==> config.mk <==
export PLATFORM = sky130hd
export DESIGN_NAME = cpsr_flag_unit
export DESIGN_NICKNAME = d
export VERILOG_FILES = /design/src/rtl/cpsr_flag_unit.sv
export SDC_FILE = /design/constraint.sdc
export NUM_CORES = 1
export LEC_CHECK = 0
export CORE_UTILIZATION = 37
export CTS_CLUSTER_DIAMETER = 100
export DETAILED_ROUTE_END_ITERATION = 16
export HOLD_SLACK_MARGIN = 0.12
export PLACE_DENSITY = 0.74
export SLEW_MARGIN = 0
export SYNTH_ARGS = -nofsm -noshare
export SYNTH_HDL_FRONTEND = slang
export SYNTH_SLANG_ARGS = --single-unit
==> constraint.sdc <==
create_clock -name CLK -period 2.2 [get_ports CLK]
set_clock_uncertainty 0.1 [all_clocks]
set_input_delay 0.22 -clock CLK [delete_from_list [all_inputs] [get_ports CLK]]
set_output_delay 0.22 -clock CLK [all_outputs]
set_load 0.01 [all_outputs]
==> src/rtl/cpsr_flag_unit.sv <==
// NZCV flag register with condition-field evaluation.
// Flags update only when the retiring instruction passes its own condition.
module cpsr_flag_unit #(
   parameter logic [3:0] RESET_FLAGS     = 4'b0000,
   parameter int         CMP_ALWAYS_SETS = 1
) (
   input  logic       CLK,
   input  logic       nReset,
   input  logic       En,
   input  logic [3:0] CondIn,
   input  logic [3:0] OpCode,
   input  logic       SetFlags,
   input  logic       NFlagIn,
   input  logic       ZFlagIn,
   input  logic       CFlagIn,
   input  logic       VFlagIn,
   input  logic       ShifterCarry,
   input  logic       MsrWrite,
   input  logic [3:0] MsrData,
   output logic [3:0] Flags,
   output logic       CarryIn,
   output logic       CondPass
);

   logic       n_f;
   logic       z_f;
   logic       c_f;
   logic       v_f;
   logic       commit;
   logic       arith;
   logic       update;
   logic [3:0] next_flags;

   assign {n_f, z_f, c_f, v_f} = Flags;
   assign CarryIn = c_f;

   always_comb begin
      CondPass = 1'b1;
      unique case (CondIn)
         4'b0000: CondPass = z_f;
         4'b0001: CondPass = ~z_f;
         4'b0010: CondPass = c_f;
         4'b0011: CondPass = ~c_f;
         4'b0100: CondPass = n_f;
         4'b0101: CondPass = ~n_f;
         4'b0110: CondPass = v_f;
         4'b0111: CondPass = ~v_f;
         4'b1000: CondPass = c_f & ~z_f;
         4'b1001: CondPass = ~c_f | z_f;
         4'b1010: CondPass = (n_f == v_f);
         4'b1011: CondPass = (n_f != v_f);
         4'b1100: CondPass = ~z_f & (n_f == v_f);
         4'b1101: CondPass = z_f | (n_f != v_f);
         4'b1110: CondPass = 1'b1;
         4'b1111: CondPass = 1'b1;
      endcase
   end

   always_comb begin
      arith = 1'b0;
      case (OpCode)
         4'b0010, 4'b0011, 4'b0100, 4'b0101,
         4'b0110, 4'b0111, 4'b1010, 4'b1011: arith = 1'b1;
         default:                            arith = 1'b0;
      endcase
   end

   // Compare-class opcodes exist only to set flags, so S may be implied.
   assign update = SetFlags |
                   ((CMP_ALWAYS_SETS != 0) && (OpCode[3:2] == 2'b10));

   assign commit = En & CondPass;

   assign next_flags = arith ?
      {NFlagIn, ZFlagIn, CFlagIn, VFlagIn} :
      {NFlagIn, ZFlagIn, ShifterCarry, v_f};

   always_ff @(posedge CLK) begin
      if (!nReset) begin
         Flags <= RESET_FLAGS;
      end else if (commit) begin
         if (MsrWrite) begin
            Flags <= MsrData;
         end else if (update) begin
            Flags <= next_flags;
         end
      end
   end

endmodule

* Word-level counts from Yosys, hierarchy flattened *
Memory sizes are Yosys's and may differ from the RTL's.
Index checks and enable logic that the tools add are counted.
Widths: inputs -> output; s select.

word-level totals
  flip-flop bits (word level) = 4
  output and inout port bits = 6
  bits in read-only memories = 16
  input port bits = 22
  logic and storage cells = 41
  memories = 1

memories
  memory           depth  width  read ports  clocked after memory_dff  write ports  RTL line  source
  (no name shown)  16     1      1           0                         0            61        case (OpCode)

cells by class
  bitwise gates (word level) = 10
  reductions and logical operators = 6
  multiplexer cells = 4
  eq/ne operators = 18

operator list
  operator            count
  $eq 4x4->1 const B  8
  $eq 4x3->1 const B  4
  $pmux 1 s15         1
  $eq 4x2->1 const B  2
  $mux 4              2
  $eq 4x1->1 const B  1
  $logic_not 4->1     1
  $not 1->1           4
  $reduce_bool 2->1   2
  $and 1x1->1         3
  $or 1x1->1          3
  $reduce_and 3->1    1
  $eq 2x2->1 const B  1
  $mux 2              1
  $reduce_and 2->1    1
  $reduce_or 2->1     1
  $eq 1x1->1          1
  $ne 1x1->1          1

* Logic depth before layout (Yosys ltp) *
  word-level depth = 5
  depth in mapped cells = 7
  gate-level depth less buffers = 6

* Worst setup path before layout *
No wires, ideal clock.

  path kind = flip-flop to flip-flop
  start = register Flags[2]
  end = register Flags[0]
  slack = 517 ps
  data required time = 1984 ps
  setup time = 116 ps
  cell stages (with the launch flop) = 7
  path buffers = 0
  period minus slack after synthesis = 1683 ps
  arrival time = 1468 ps
  cells stage by stage = dfxtp_1 and4bb_2 mux2i_1 a311oi_2 o21a_2 o22ai_1 a31o_1

on the way
  word-level cells in the longest chain between the ends = 5
  elaborated cells on any way between the ends = 8
  those cells by class = mux (1); bitwise (6); reduce/logical (1)

RTL lines
  item                                   RTL line    source
  start: declaration                     20          output logic [3:0] Flags,
  start signal: assignment               83          Flags <= MsrData;
  start signal: assignment               85          Flags <= next_flags;
  $not 1->1                              41, 48, 52
  $and 1x1->1, on equally long branches  52, 48
  $pmux 1 s15 (*)                        39          unique case (CondIn)
  $and 1x1->1 (*)                        72          assign commit = En & CondPass;
  $reduce_and 3->1 (no source line) (*)  --

Mark *: on every way between the ends. The rest lies on a longest branch, timed or not.
A chain may end at the register's enable or synchronous reset.

* Worst setup path in the final report *
  start = input CondIn[3]
  end = register Flags[0]

on the way
  word-level cells in the longest chain between the ends = 5
  elaborated cells on any way between the ends = 20
  those cells by class = eq/ne (15); mux (1); bitwise (1); reduce/logical (3)

RTL lines
  item                                   RTL line  source
  start: declaration                     10        input logic [3:0] CondIn,
  $eq 4x4->1                             39
  $reduce_or 2->1 (no source line)       --
  $pmux 1 s15 (*)                        39
  $and 1x1->1 (*)                        72
  $reduce_and 3->1 (no source line) (*)  --

Marked as above.

==> summary.md <==
| Metric | Value |
|---|---|
| Synth area leaders | `dfxtp_1, mux2i_1, nand2_1` |
| Vias in the first global route | `a little over 600` |
| Row count | `13` |
| Syn Nets | `92` |
| WP data required | `between 2000 and 2500 ps` |
| Initial Util | `39.71%` |
| Final-layout fill cell count | `between 100 and 150` |
| Max Root-Sink Buffers | `2` |
| Post-synth EDFFs | `0` |
| Final setup vio count | `0` |
| Synth Register Bits | `4` |
| Total number of vias | `696` |
| First-pass GRT wire length | `2325 um` |
| Vias/cell | `about 5.6` |
| Reg clk slew, reported paths | `40 ps` |
| Routed wire length | `1520 um` |
| Worst-skew pair later-pin latency | `about 250 ps` |
| H-tree levels | `1` |
| Num Clock Sinks | `4` |
| Routability Congestion | `0.6939` |
| Mean Syn Cell Area | `7.382 um^2` |
| Num CTS Buffers | `3` |
| Core area | `about 1300 um^2` |
| IO buf count | `26` |
| Top reg by flops | `Flags` |
| Clk root buf | `clkbuf_4` |
| Worst-path fanout max | `6` |
| Max_slew headroom | `78.99%` |
| Register area | `80.08 um^2` |
| YS warnings | `0` |
| Dpl hpwl | `1145 um` |
| Count of different cell masters after synthesis | `34` |
| Post-DRT Antenna Nets | `0` |
| Status | `finished, final reports clean` |
| All-Layer GR Usage | `22.08%` |
| DRC viols | `0` |
| Fin crit share | `96.33%` |
| Wirelength per Cell | `12.26 um` |
| Max FFs per register | `4` |
| Register area share after synthesis | `15.50%` |
| Multi-input combinational cell area | `a little under 400 um^2` |
| CTS tree | `done` |
| Design Area, Final | `~900 um^2` |
| Layout cells sized above 1 | `between 20% and 30%` |
| Hold Crit Depth | `2` |
| Worst Tran Pin Value | `about 310 ps` |
| Setup CP Type | `in -> reg` |
| Minimum clock period | `2119 ps` |
| Initial antenna violation count | `0` |
| Ys async rst share | `0%` |
| Grt ovf | `0` |
| Share of Yosys cell area claimed by the top area cell type | `15.50%` |
| Largest net degree at the start of global routing | `13` |
| Post-Syn Area | `a little over 500 um^2` |
| Dpl cell area | `848.3 um^2` |
| Max-slew violation count | `0` |
| First drt pass iteration count | `4` |
| CP Capture Type | `register` |
| Final hold violation count | `0` |
| Number of hold buffers added after cts | `0` |
| VDD IR-drop max | `0.0002806 V` |
| Die height | `39.37 um` |
| R2R cell count | `8` |
| Die area | `about 1600 um^2` |
| Ports | `28` |
| Worst setup SP type | `input pin` |
| Max_cap viols | `0` |
| Critical path arrival | `2150 ps` |
| Power per cell area | `between 400 and 500 nW/um^2` |
| Hold WS | `462.4 ps` |
| Syn-to-layout area delta | `73.85%` |
| Primary flip-flop cell chosen by synthesis mapping | `dfxtp_1` |
| Antenna diode count | `0` |
| Number of DRC markers in iteration 0 | `7` |
| Die width | `39.37 um` |
| Post-Synthesis Cells | `70` |
| F_max | `471.8 MHz` |
| Worst min path class | `reg -> reg` |
| LEAKAGE | `0.3841 nW` |
| Nets | `133` |
| Synth area leader | `dfxtp_1` |
| Biggest regs | `Flags x4` |
power by group:
part	internal [W]	total (W)	switching [W]
combinational	0.000105	0.000173	0.0000689
sequential	0.0000801	0.0000952	0.0000152
clock	0.0000615	0.0000983	0.0000368
total	0.000246	0.000367	0.000121
path summary, 6_finish.rpt:
kind | from | to | slack (ps)
worst max register to register | Flags[2]$_SDFFE_PN0P_ | Flags[0]$_SDFFE_PN0P_ | 160
worst max-delay path | CondIn[3] | Flags[0]$_SDFFE_PN0P_ | 80
worst min-delay path | Flags[1]$_SDFFE_PN0P_ | Flags[1]$_SDFFE_PN0P_ | 460
worst min register to register | Flags[1]$_SDFFE_PN0P_ | Flags[1]$_SDFFE_PN0P_ | 460
timing repair:
action                     4_1_cts  5_1_grt
gates cloned                     0        1
gates resized for setup          2        4
setup endpoints to repair        1        1
pin swaps                        0        2
buffers inserted                 0        3
layer usage:
metal  share of wire [%]  vias to the layer above  wire length [um]  track usage, %
met5                   0                        -                 0               0
met4                0.99                        0                15           7.759
met3                 4.9                        2                75           3.409
met2                  54                       21               825           42.92
met1                  40                      330               603           23.39
li1                    -                      343                 -               -
worst max-delay path, cell delays in order:
cell             delay (ps)
clkdlybuf4s50_1         570
and4bb_2                240
mux2i_1                  80
a311oi_2                320
buf_4                   160
buf_4                   100
o21a_2                  160
o22ai_1                  80
a31o_1                  230
cell families after synthesis:
family	share of synthesized area [%]
mux	7.748
xor+xnor	3.390
flops	15.50
buf+inv	8.716
simple gates	28.33
compound gates	36.32
through the flow:
step,utilization [%],setup TNS (ps),setup slack [ps],total power [W],instances
detailed placement,65.19,-649.9,-330.2,0.0002665,117
global placement,65.19,-521.0,-291.8,0.0002634,117
finish,69.04,0,80.67,0.0003670,124
CTS,66.73,0,14.12,0.0003626,120
floorplan,-,0,516.9,0.0001802,70
global route,69.04,-7.090,-7.090,0.0003885,124
cells in the final DEF (no fill, tap or decap), types with 3 or more instances in the layout:
master	netlist	final
o21ai_0	5	5
clkbuf_4	0	3
buf_4	1	14
clkdlybuf4s50_1	0	23
mux2i_1	4	4
a21oi_1	4	4
nand2_1	7	7
a31oi_1	3	3
nor2_1	4	4
dfxtp_1	4	4
cell usage after synthesis, types with 2 or more instances:
master    count
inv_1         2
mux2i_1       4
a311oi_1      2
nand3b_1      2
o21ai_0       5
nand3_1       2
o22ai_1       2
nand2b_1      2
a21oi_1       4
nor2_1        4
and3_1        2
nand2_1       7
a21o_1        2
a31oi_1       3
buf_2         3
dfxtp_1       4
and4bb_2      2
nor3_1        2
final cells by class:
type / instances / area share (%)
sequential: 4 / 8.914
clock buffer: 3 / 2.507
inverter: 2 / 0.8357
multi-input combinational: 58 / 43.59
tap: 15 / 2.089
timing repair buffer: 42 / 42.06
(Power assumes the default switching activity.)
